<file path="config.mk">
export PLATFORM = sky130hd
export DESIGN_NAME = ccc_dyncfg_apb_master
export DESIGN_NICKNAME = d
export VERILOG_FILES = /design/src/rtl/ccc_cfg_pkg.sv /design/src/rtl/ccc_lock_sync.sv /design/src/rtl/ccc_dyncfg_apb_master.sv
export SDC_FILE = /design/constraint.sdc
export NUM_CORES = 1
export LEC_CHECK = 0
export ABC_CLOCK_PERIOD_IN_PS = 4900
export CORE_MARGIN = 4
export CORE_UTILIZATION = 55
export CTS_CLUSTER_DIAMETER = 40
export DETAILED_ROUTE_END_ITERATION = 8
export GPL_ROUTABILITY_DRIVEN = 0
export HOLD_SLACK_MARGIN = 0.03
export PLACE_DENSITY = 0.84
export SLEW_MARGIN = 5
export SYNTH_ARGS = -nofsm -noshare
export SYNTH_HDL_FRONTEND = slang
export SYNTH_SLANG_ARGS = --single-unit
</file>
<file path="constraint.sdc">
create_clock -name PCLK -period 4.9 [get_ports PCLK]
set_clock_uncertainty 0.1 [all_clocks]
set_input_delay 0.735 -clock PCLK [delete_from_list [all_inputs] [get_ports PCLK]]
set_output_delay 0.735 -clock PCLK [all_outputs]
set_load 0.01 [all_outputs]
</file>
<file path="src/rtl/ccc_cfg_pkg.sv">
// Shared types for the CCC dynamic-configuration APB initiator.
package ccc_cfg_pkg;

  // Controller states
  typedef enum logic [2:0] {
    IDLE      = 3'd0,
    WAIT_BUSY = 3'd1,
    SETUP     = 3'd2,
    ACCESS    = 3'd3,
    LOCK_WAIT = 3'd4,
    RESP      = 3'd5
  } state_t;

  // Completion status reported with each response
  typedef enum logic [1:0] {
    ERR_OK   = 2'b00,
    ERR_BUSY = 2'b01,
    ERR_LOCK = 2'b10
  } err_t;

endpackage : ccc_cfg_pkg

</file>
<file path="src/rtl/ccc_lock_sync.sv">
// Two-flop synchroniser bringing the asynchronous PLL lock into the PCLK domain.
module ccc_lock_sync (
  input  logic clk,
  input  logic rst_n,
  input  logic i_async,
  output logic o_sync
);

  logic r_meta;
  logic r_sync;

  // Double-register the asynchronous input; resets to "not locked"
  always_ff @(posedge clk or negedge rst_n) begin
    if (!rst_n) begin
      r_meta <= 1'b0;
      r_sync <= 1'b0;
    end else begin
      r_meta <= i_async;
      r_sync <= r_meta;
    end
  end

  assign o_sync = r_sync;

endmodule : ccc_lock_sync

</file>
<file path="src/rtl/ccc_dyncfg_apb_master.sv">
// APB3 initiator for the CCC dynamic-configuration port: one APB transfer per
// accepted command, optional wait for PLL re-lock after writes.
module ccc_dyncfg_apb_master
  import ccc_cfg_pkg::*;
#(
  parameter int unsigned ADDR_W      = 6,
  parameter int unsigned DATA_W      = 8,
  parameter int unsigned TIMEOUT_CYC = 50000,
  parameter int unsigned LOCK_BLANK  = 16
) (
  input  logic              PCLK,
  input  logic              PRESET_N,
  input  logic              cmd_valid,
  output logic              cmd_ready,
  input  logic              cmd_write,
  input  logic [ADDR_W-1:0] cmd_addr,
  input  logic [DATA_W-1:0] cmd_wdata,
  input  logic              cmd_wait_lock,
  output logic              rsp_valid,
  output logic [DATA_W-1:0] rsp_rdata,
  output logic [1:0]        rsp_err,
  output logic              PSEL,
  output logic              PENABLE,
  output logic              PWRITE,
  output logic [ADDR_W-1:0] PADDR,
  output logic [DATA_W-1:0] PWDATA,
  input  logic [DATA_W-1:0] PRDATA,
  input  logic              CCC_BUSY,
  input  logic              CCC_LOCK,
  output logic              ccc_locked
);

  localparam int unsigned CNT_W = $clog2(TIMEOUT_CYC + 1);
  localparam logic [CNT_W-1:0] CNT_LAST  = CNT_W'(TIMEOUT_CYC - 1);
  localparam logic [CNT_W-1:0] CNT_MAX   = CNT_W'(TIMEOUT_CYC);
  localparam logic [CNT_W-1:0] CNT_BLANK = CNT_W'(LOCK_BLANK);

  state_t              r_state;
  logic [CNT_W-1:0]    r_cnt;
  logic                r_write;
  logic                r_wait_lock;
  logic [ADDR_W-1:0]   r_addr;
  logic [DATA_W-1:0]   r_wdata;
  logic                r_psel;
  logic                r_penable;
  logic                r_pwrite;
  logic [ADDR_W-1:0]   r_paddr;
  logic [DATA_W-1:0]   r_pwdata;
  logic                r_rsp_valid;
  logic [DATA_W-1:0]   r_rsp_rdata;
  err_t                r_rsp_err;
  logic                w_locked;
  logic [CNT_W-1:0]    w_cnt_next;

  // PLL lock into the PCLK domain
  ccc_lock_sync u_lock_sync (
    .clk     (PCLK),
    .rst_n   (PRESET_N),
    .i_async (CCC_LOCK),
    .o_sync  (w_locked)
  );

  // Shared wait counter increment; saturates instead of wrapping
  assign w_cnt_next = (r_cnt == CNT_MAX) ? r_cnt : r_cnt + CNT_W'(1);

  // Controller FSM with registered APB and response outputs
  always_ff @(posedge PCLK or negedge PRESET_N) begin
    if (!PRESET_N) begin
      r_state     <= IDLE;
      r_cnt       <= '0;
      r_write     <= 1'b0;
      r_wait_lock <= 1'b0;
      r_addr      <= '0;
      r_wdata     <= '0;
      r_psel      <= 1'b0;
      r_penable   <= 1'b0;
      r_pwrite    <= 1'b0;
      r_paddr     <= '0;
      r_pwdata    <= '0;
      r_rsp_valid <= 1'b0;
      r_rsp_rdata <= '0;
      r_rsp_err   <= ERR_OK;
    end else begin
      r_rsp_valid <= 1'b0;
      case (r_state)
        IDLE: begin
          if (cmd_valid) begin
            // Snapshot the command; lock waiting only applies to writes
            r_write     <= cmd_write;
            r_wait_lock <= cmd_write & cmd_wait_lock;
            r_addr      <= cmd_addr;
            r_wdata     <= cmd_wdata;
            r_cnt       <= '0;
            r_state     <= WAIT_BUSY;
          end
        end

        WAIT_BUSY: begin
          if (!CCC_BUSY) begin
            r_psel    <= 1'b1;
            r_penable <= 1'b0;
            r_pwrite  <= r_write;
            r_paddr   <= r_addr;
            r_pwdata  <= r_wdata;
            r_cnt     <= '0;
            r_state   <= SETUP;
          end else if (r_cnt == CNT_LAST) begin
            // Give up without touching the bus
            r_rsp_valid <= 1'b1;
            r_rsp_err   <= ERR_BUSY;
            r_rsp_rdata <= '0;
            r_cnt       <= '0;
            r_state     <= RESP;
          end else begin
            r_cnt <= w_cnt_next;
          end
        end

        SETUP: begin
          r_penable <= 1'b1;
          r_state   <= ACCESS;
        end

        ACCESS: begin
          // Completer has no wait states, so ACCESS is always one cycle
          r_psel      <= 1'b0;
          r_penable   <= 1'b0;
          r_rsp_rdata <= r_write ? '0 : PRDATA;
          r_cnt       <= '0;
          if (r_wait_lock) begin
            r_state <= LOCK_WAIT;
          end else begin
            r_rsp_valid <= 1'b1;
            r_rsp_err   <= ERR_OK;
            r_state     <= RESP;
          end
        end

        LOCK_WAIT: begin
          // Lock is ignored during the blanking window so a late drop is not missed
          if ((r_cnt >= CNT_BLANK) && w_locked) begin
            r_rsp_valid <= 1'b1;
            r_rsp_err   <= ERR_OK;
            r_cnt       <= '0;
            r_state     <= RESP;
          end else if (r_cnt == CNT_LAST) begin
            r_rsp_valid <= 1'b1;
            r_rsp_err   <= ERR_LOCK;
            r_cnt       <= '0;
            r_state     <= RESP;
          end else begin
            r_cnt <= w_cnt_next;
          end
        end

        RESP: begin
          r_state <= IDLE;
        end

        default: begin
          r_psel    <= 1'b0;
          r_penable <= 1'b0;
          r_cnt     <= '0;
          r_state   <= IDLE;
        end
      endcase
    end
  end

  assign cmd_ready  = (r_state == IDLE);
  assign rsp_valid  = r_rsp_valid;
  assign rsp_rdata  = r_rsp_rdata;
  assign rsp_err    = r_rsp_err;
  assign PSEL       = r_psel;
  assign PENABLE    = r_penable;
  assign PWRITE     = r_pwrite;
  assign PADDR      = r_paddr;
  assign PWDATA     = r_pwdata;
  assign ccc_locked = w_locked;

endmodule : ccc_dyncfg_apb_master

</file>
==> metrics.md, run 1 <==
| Metric | Value |
|---|---|
| Status | `complete, no violations` |
| # rows | `26` |
| Req. time, crit path | `5050 ps` |
| N_diodes | `0` |
| Vias in the first global route | `2281` |
| CTS-repair resized insts | `0` |
| Worst path slowest cell | `nor2_2` |
| RSZ-0062 raised after global routing | `no` |
| Total chip power | `2270 uW` |
| Post-synth design cell area | `3000 um2` |
| Reg2Reg Setup Slack | `about 2300 ps` |
| CTS tree | `yes` |
| Critical path launch point type | `input port` |
| Root buffer cell | `clkbuf_8` |
| Synth Instances | `roughly 260` |
| Peak VDD IR | `0.389 mV` |
| Worst path bufs/invs | `1` |
| Crit-path cells | `clkdlybuf4s50_1, and4bb_2, nor2_1, nor2_2, nand2_1, o22ai_1` |
| H-tree levels | `3` |
| Routed WL | `approximately 6300 um` |
| Slew HR | `0.229` |
| Fillers | `between 300 and 400` |
| IO Count | `59` |
| Sequential fraction of the synthesis area | `0.542` |
| Gr ovfl total | `0` |
| Clock tree buffer depth | `2` |
| Final Util | `0.741` |
| Nets | `351` |
| Die Ht | `81.9 um` |
| Yosys Warn Count | `0` |
| CP Capture Type | `flop` |
| Asr flop ratio synth | `1.00` |
| Setup violators final | `0` |
| Initial antenna violation count | `0` |
| Max-cap violation count | `0` |
| TNS Setup | `0 ps` |
| Final Worst Setup Slack | `2220 ps` |
| I/O Buffers | `58` |
| Area delta synth->final | `28.4%` |
| Dpl ws | `approximately 1900 ps` |
| Share of layout cells above drive strength 1 | `0.185` |
| Final HPWL DP | `4280 um` |
| CP peak stage delay | `550 ps` |
| Initial DRT Pass Iterations | `4` |
| Drt drc | `0` |
| CTS Sinks | `between 60 and 70` |
| Top_reg_cell synth | `dfrtp_1` |
| Final hold violation count | `0` |
| Power density over cell area | `590 nW/um2` |
| Cts-stage hold buffer count | `0` |
| TritonCTS buffer count | `9` |
| Crit path max-delay family | `simple AND/OR/NAND/NOR gates` |
| Post-CTS Setup Inserts | `0` |
| Setup CP Type | `in2reg` |
| CTS clk-pin slew, worst paths | `70 ps` |
| Synth cell types | `50` |
| Final Critical Period | `between 2000 and 3000 ps` |
| Leak | `0.00159 uW` |
| Slew Limit Fails | `0` |
| HP Class | `reg2reg` |
| Hold Slack | `~250 ps` |
| GRT Util Overall | `0.212` |
| Core Area | `5200 um2` |
| Die width | `81.9 um` |
| Iter 0 DRT Violations | `245` |
| Avg Synthesized Cell Area | `11.5 um2` |
| Max Fanout on Critical Path | `18` |
| Achievable Freq | `between 300 and 400 MHz` |
| Worst-Margin Slew | `1150 ps` |
| DRT antenna net count | `0` |
| DR WL/cell | `between 15 and 20 um` |
| Data arrival time of the critical path | `2820 ps` |
| Clk_lat worst skew | `340 ps` |
| DR vias/cell | `5.78` |
| Register bit total from synthesis | `65` |
| Final cycle utilization of the critical path | `0.546` |
| Post-synth EDFFs | `0` |
| Vias | `2282` |
| Pin count of the biggest net entering global routing | `66` |
| Total die area | `between 6000 and 7000 um2` |
| Synthesized net count | `292` |
| Global-route wire length before repair | `10700 um` |
| Initial Util | `0.577` |
per-stage QoR:
stage / cell area [um2] / instances
2_1_floorplan: 3000 / 261
3_3_place_gp: 3610 / 379
3_5_place_dp: 3610 / 379
4_1_cts: 3860 / 395
5_1_grt: 3860 / 395
6_report: 3860 / 395
layout by cell type (no fill, tap or decap), types with 3 or more instances in the layout:
| cell | n |
|---|---|
| dfrtp_1 | 65 |
| clkdlybuf4s50_1 | 57 |
| mux2_2 | 31 |
| nand2_1 | 17 |
| nand3_1 | 17 |
| a31oi_1 | 13 |
| o21ai_0 | 11 |
| nor2_1 | 9 |
| clkbuf_8 | 9 |
| inv_1 | 8 |
| a22o_1 | 8 |
| a21oi_1 | 6 |
| nor3_1 | 5 |
| and3_1 | 4 |
| and2_1 | 3 |
| nand3b_1 | 3 |
| nand4_1 | 3 |
| a41oi_1 | 3 |
| xnor2_1 | 3 |
| or3_1 | 3 |
| o22ai_1 | 3 |
| bufinv_16 | 3 |
cell usage after synthesis, types with 2 or more instances:
cell	count	area (um2)
dfrtp_1	65	1630
nand3_1	17	85.1
and2_1	3	18.8
nor4bb_1	2	20.0
inv_1	8	30.0
nand3b_1	3	22.5
a21oi_1	6	30.0
nor3_1	5	25.0
o21ai_0	11	55.1
or3_1	3	18.8
a31oi_1	13	81.3
clkbuf_1	2	7.51
mux2_2	31	349
nor2_1	9	33.8
and4_1	2	17.5
xnor2_1	3	26.3
buf_2	8	40.0
o21a_1	2	15.0
a41oi_1	3	26.3
nand4_1	3	18.8
nand2_1	17	63.8
nand2b_1	2	12.5
and3_1	4	25.0
a211oi_1	2	15.0
o22ai_1	3	18.8
a22o_1	8	70.1
ha_1	2	25.0
nor2b_1	2	12.5
where the power goes:
| group | internal, uW | switching, uW | total [uW] |
|---|---|---|---|
| Sequential | 738 | 151 | 888 |
| Clock | 339 | 210 | 548 |
| Combinational | 478 | 360 | 838 |
worst reg2reg max path: cells and delay by family, from the launching register on:
kind / cells / cell delay (ps)
simple gates: 4 / 1500
flops: 1 / 580
compound gates: 1 / 290
layout make-up:
type / count / area, um2 / share of cell area
Multi-Input combinational cell: 177 / 1290 / 0.334
Timing Repair Buffer: 59 / 583 / 0.151
Tap cell: 70 / 87.6 / 0.0227
Clock inverter: 7 / 118 / 0.0305
Clock buffer: 9 / 124 / 0.0321
Sequential cell: 65 / 1630 / 0.422
Inverter: 8 / 30.0 / 0.00779
worst paths after layout:
path,from,to,cells after the start
setup reg to reg,r_state[2]$_DFFE_PN0P_,r_cnt[4]$_DFFE_PN0P_,5
setup / recovery,CCC_BUSY,r_cnt[4]$_DFFE_PN0P_,6
min in group asynchronous,PRESET_N,r_wdata[0]$_DFFE_PN0P_,2
hold / removal,u_lock_sync.r_meta$_DFF_PN0_,u_lock_sync.o_sync$_DFF_PN0_,0
max in group asynchronous,PRESET_N,r_cnt[10]$_DFFE_PN0P_,2
hold reg to reg,u_lock_sync.r_meta$_DFF_PN0_,u_lock_sync.o_sync$_DFF_PN0_,0
flip-flops by register name (all words and copies together), names as in the netlist:
register / count
PADDR: 6
PENABLE: 1
PSEL: 1
PWDATA: 8
PWRITE: 1
r_addr: 6
r_cnt: 16
r_state: 3
r_wait_lock: 1
r_wdata: 8
r_write: 1
rsp_err: 2
rsp_rdata: 8
rsp_valid: 1
u_lock_sync.o_sync: 1
u_lock_sync.r_meta: 1
kinds of logic (layout without fill, tap and decap cells):
group,count (synthesis),after routing,synth area share
compound gates,57,57,0.129
simple gates,83,83,0.163
xor+xnor,3,3,0.00875
fa+ha+maj,2,2,0.00833
mux,32,32,0.120
flops,65,65,0.542
buf+inv,19,83,0.0296
layer usage:
metal | global-route usage | vias to the layer above | wire, um
met2 | 0.328 | 80 | 3070
met5 | 0 | - | 0
li1 | - | 1086 | -
met4 | 0.103 | 0 | 129
met1 | 0.278 | 1104 | 2770
met3 | 0.0548 | 12 | 372
(Power assumes the default switching activity.)
==> inputs of run 2 (changes only) <==
ABC_CLOCK_PERIOD_IN_PS = 2550   (was 4900)
CORE_UTILIZATION = 51   (was 55)
PLACE_DENSITY = 0.79   (was 0.84)
clock period = 2.55 ns   (was 4.9 ns; I/O delays follow)
==> run 2 against run 1 <==
Against the previous run:
- via count grew 1.5%
- non-clock buffer count grew 10
- sequential share of layout area shrank 0.31 points
- routed wire length grew 2.7%
- first-iteration DRC count shrank 28%
- largest cell class unchanged
- combinational power grew 100%
- final area grew 0.75%
- flip-flop and latch count is the same
- global-route usage shrank 1.8 points
- clock-buffer cell count grew 5
==> metrics.md, run 2 (synthesis results as in run 1) <==
| Metric | Value |
|---|---|
| Status | `complete, no violations (unchanged)` |
| Data arrival time of the critical path | `1770 ps (was 2820 ps)` |
| Max-cap violation count | `0 (unchanged)` |
| CTS clk-pin slew, worst paths | `70 ps (about the same)` |
| Drt drc | `0 (unchanged)` |
| Commonest non-fill, non-tap cell in the layout | `dfrtp_1 (unchanged)` |
| Hold Path Sink | `u_lock_sync.o_sync$_DFF_PN0_ (unchanged)` |
| Final HPWL DP | `4750 um (was 4280 um)` |
| Hold Slack | `248 ps (was 252 ps)` |
| R2R Path End | `rsp_rdata[5]$_DFFE_PN0P_ (was r_cnt[4]$_DFFE_PN0P_)` |
| Post-Place Cell Area | `3680 um2 (was 3610 um2)` |
| TritonCTS buffer count | `9 (unchanged)` |
| DR vias/cell | `5.69 (was 5.78)` |
| N_diodes | `0 (unchanged)` |
| Worst Hold Depth | `0 (unchanged)` |
| Gr ovfl total | `0 (unchanged)` |
| I/O Buffers | `58 (unchanged)` |
| Setup violators final | `0 (unchanged)` |
| Slew Limit Fails | `0 (unchanged)` |
| # rows | `27 (was 26)` |
| Area delta synth->final | `29.4% (was 28.4%)` |
| Req. time, crit path | `2070 ps (was 5050 ps)` |
| Seq. cell area | `1630 um2 (unchanged)` |
| Largest Register | `r_cnt (unchanged)` |
| CP Capture Type | `primary output (was flop)` |
| Max reg flops | `16 (unchanged)` |
| Final cycle utilization of the critical path | `0.881` |
| TNS Setup | `0 ps (unchanged)` |
| Vias | `2317 (was 2282)` |
| Net Sw Frac | `0.324 (was 0.317)` |
| Power share of the combinational group | `0.397 (was 0.368)` |
| Power density over cell area | `1090 nW/um2 (was 590 nW/um2)` |
| CTS tree | `yes (unchanged)` |
| Hold Startpoint | `u_lock_sync.r_meta$_DFF_PN0_ (unchanged)` |
| IO Count | `59 (unchanged)` |
| GRT Util Overall | `0.195 (was 0.212)` |
| Reg2Reg Setup Slack | `420 ps (was 2340 ps)` |
| Final hold violation count | `0 (unchanged)` |
| Clock tree buffer depth | `2 (unchanged)` |
| Core Area | `5610 um2 (was 5200 um2)` |
| Root buffer cell | `clkbuf_8 (unchanged)` |
| Max Fanout on Critical Path | `15 (was 18)` |
| Peak VDD IR | `0.623 mV (was 0.389 mV)` |
| Clock share of power | `0.202 (was 0.241)` |
| Leak | `0.00161 uW (was 0.00159 uW)` |
| Routed WL | `6510 um (was 6340 um)` |
| HP Class | `reg2reg (unchanged)` |
| DR WL/cell | `16.0 um (was 16.1 um)` |
| Initial Util | `0.535 (was 0.577)` |
| Initial antenna violation count | `0 (unchanged)` |
| Achievable Freq | `around 440 MHz` |
| Critical path launch point type | `flop (was input port)` |
| CTS Sinks | `65 (unchanged)` |
| FF-to-FF Start | `r_cnt[1]$_DFFE_PN0P_ (was r_state[2]$_DFFE_PN0P_)` |
| Final Critical Period | `2250 ps` |
| Nets | `361 (was 351)` |
| Share of layout cells above drive strength 1 | `0.194 (was 0.185)` |
| Post-CTS Setup Inserts | `0 (unchanged)` |
| Psw | `1380 uW (was 720 uW)` |
| Worst reg2reg path depth | `6 (was 5)` |
| Die width | `84.7 um (was 81.9 um)` |
| Pin count of the biggest net entering global routing | `27 (was 66)` |
| Die Ht | `84.7 um (was 81.9 um)` |
| Total die area | `7180 um2 (was 6710 um2)` |
| Reg power frac | `0.400 (was 0.391)` |
| Fillers | `448 (was 368)` |
| Slew HR | `0.608 (was 0.229)` |
| DRT antenna net count | `0 (unchanged)` |
| Clk_lat worst skew | `330 ps (was 340 ps)` |
| Commonest non-fill, non-tap cells in the layout | `dfrtp_1 (65), clkdlybuf4s50_1 (57), mux2_2 (31) (unchanged)` |
| Setup CP Type | `reg2out (was in2reg)` |
| RSZ-0062 raised after global routing | `no (unchanged)` |
| Area of the multi-input gates | `1290 um2 (unchanged)` |
| Fin area | `3880 um2 (was 3860 um2)` |
| Global-route wire length before repair | `11100 um (was 10700 um)` |
| Vias in the first global route | `2409 (was 2281)` |
| Internal power | `2870 uW (was 1550 uW)` |
| Worst-Margin Slew | `588 ps (was 1150 ps)` |
| H-tree levels | `3 (unchanged)` |
| Initial DRT Pass Iterations | `4 (unchanged)` |
| Iter 0 DRT Violations | `177 (was 245)` |
[run 2: worst max path at each step]
| stage | from | to | cells after the start |
|---|---|---|---|
| 2_1_floorplan | r_cnt[1]$_DFFE_PN0P_ | rsp_rdata[0]$_DFFE_PN0P_ | 7 |
| 3_3_place_gp | CCC_BUSY | r_cnt[9]$_DFFE_PN0P_ | 7 |
| 3_5_place_dp | CCC_BUSY | r_cnt[12]$_DFFE_PN0P_ | 7 |
| 4_1_cts | r_state[1]$_DFFE_PN0P_ | cmd_ready | 2 |
| 5_1_grt | r_state[1]$_DFFE_PN0P_ | cmd_ready | 2 |
| 6_report | r_state[1]$_DFFE_PN0P_ | cmd_ready | 2 |
[run 2: power groups by stage]
stage               registers [uW]  logic (uW)  clock network, uW
floorplan                     1720         930                  0
CTS                           1700        1710                873
finish                        1700        1690                859
global route                  1770        1840                922
global placement              1700        1650                  0
detailed placement            1720        1710                  0
[run 2: final cells by class]
type                            count  area share
Clock buffer                       14      0.0393
Clock inverter                      2     0.00966
Multi-Input combinational cell    177       0.331
Inverter                            8     0.00773
Tap cell                           72      0.0232
Sequential cell                    65       0.419
Timing Repair Buffer               69       0.170
[run 2: repair_timing]
| item | 4_1_cts | 5_1_grt |
|---|---|---|
| hold buffers | 1 | 0 |
| gates resized for setup | 0 | 0 |
| hold endpoints to repair | 24 | 0 |
| endpoints found under the setup margin | 0 | 0 |
[run 2: routing by layer]
metal | track usage | wire length (um) | vias to the layer above
li1 | - | - | 1111
met1 | 0.247 | 2990 | 1136
met2 | 0.308 | 3040 | 55
met3 | 0.0589 | 349 | 15
met4 | 0.0835 | 133 | 0
met5 | 0 | 0 | -
[run 2: metrics by stage]
| step | util | total power (uW) | setup slack (ps) | std cells |
|---|---|---|---|---|
| after floorplan | - | 2650 | 592 | 261 |
| after global placement | 0.657 | 3350 | 449 | 390 |
| after detailed placement | 0.657 | 3420 | 377 | 390 |
| after CTS | 0.693 | 4280 | 300 | 407 |
| after global routing | 0.693 | 4520 | 194 | 407 |
| final | 0.693 | 4250 | 302 | 407 |
[run 2: critical path, stage by stage, from the launching register on]
cell and delay (ps):
dfrtp_1 550, nor3_1 280, clkdlybuf4s50_1 600
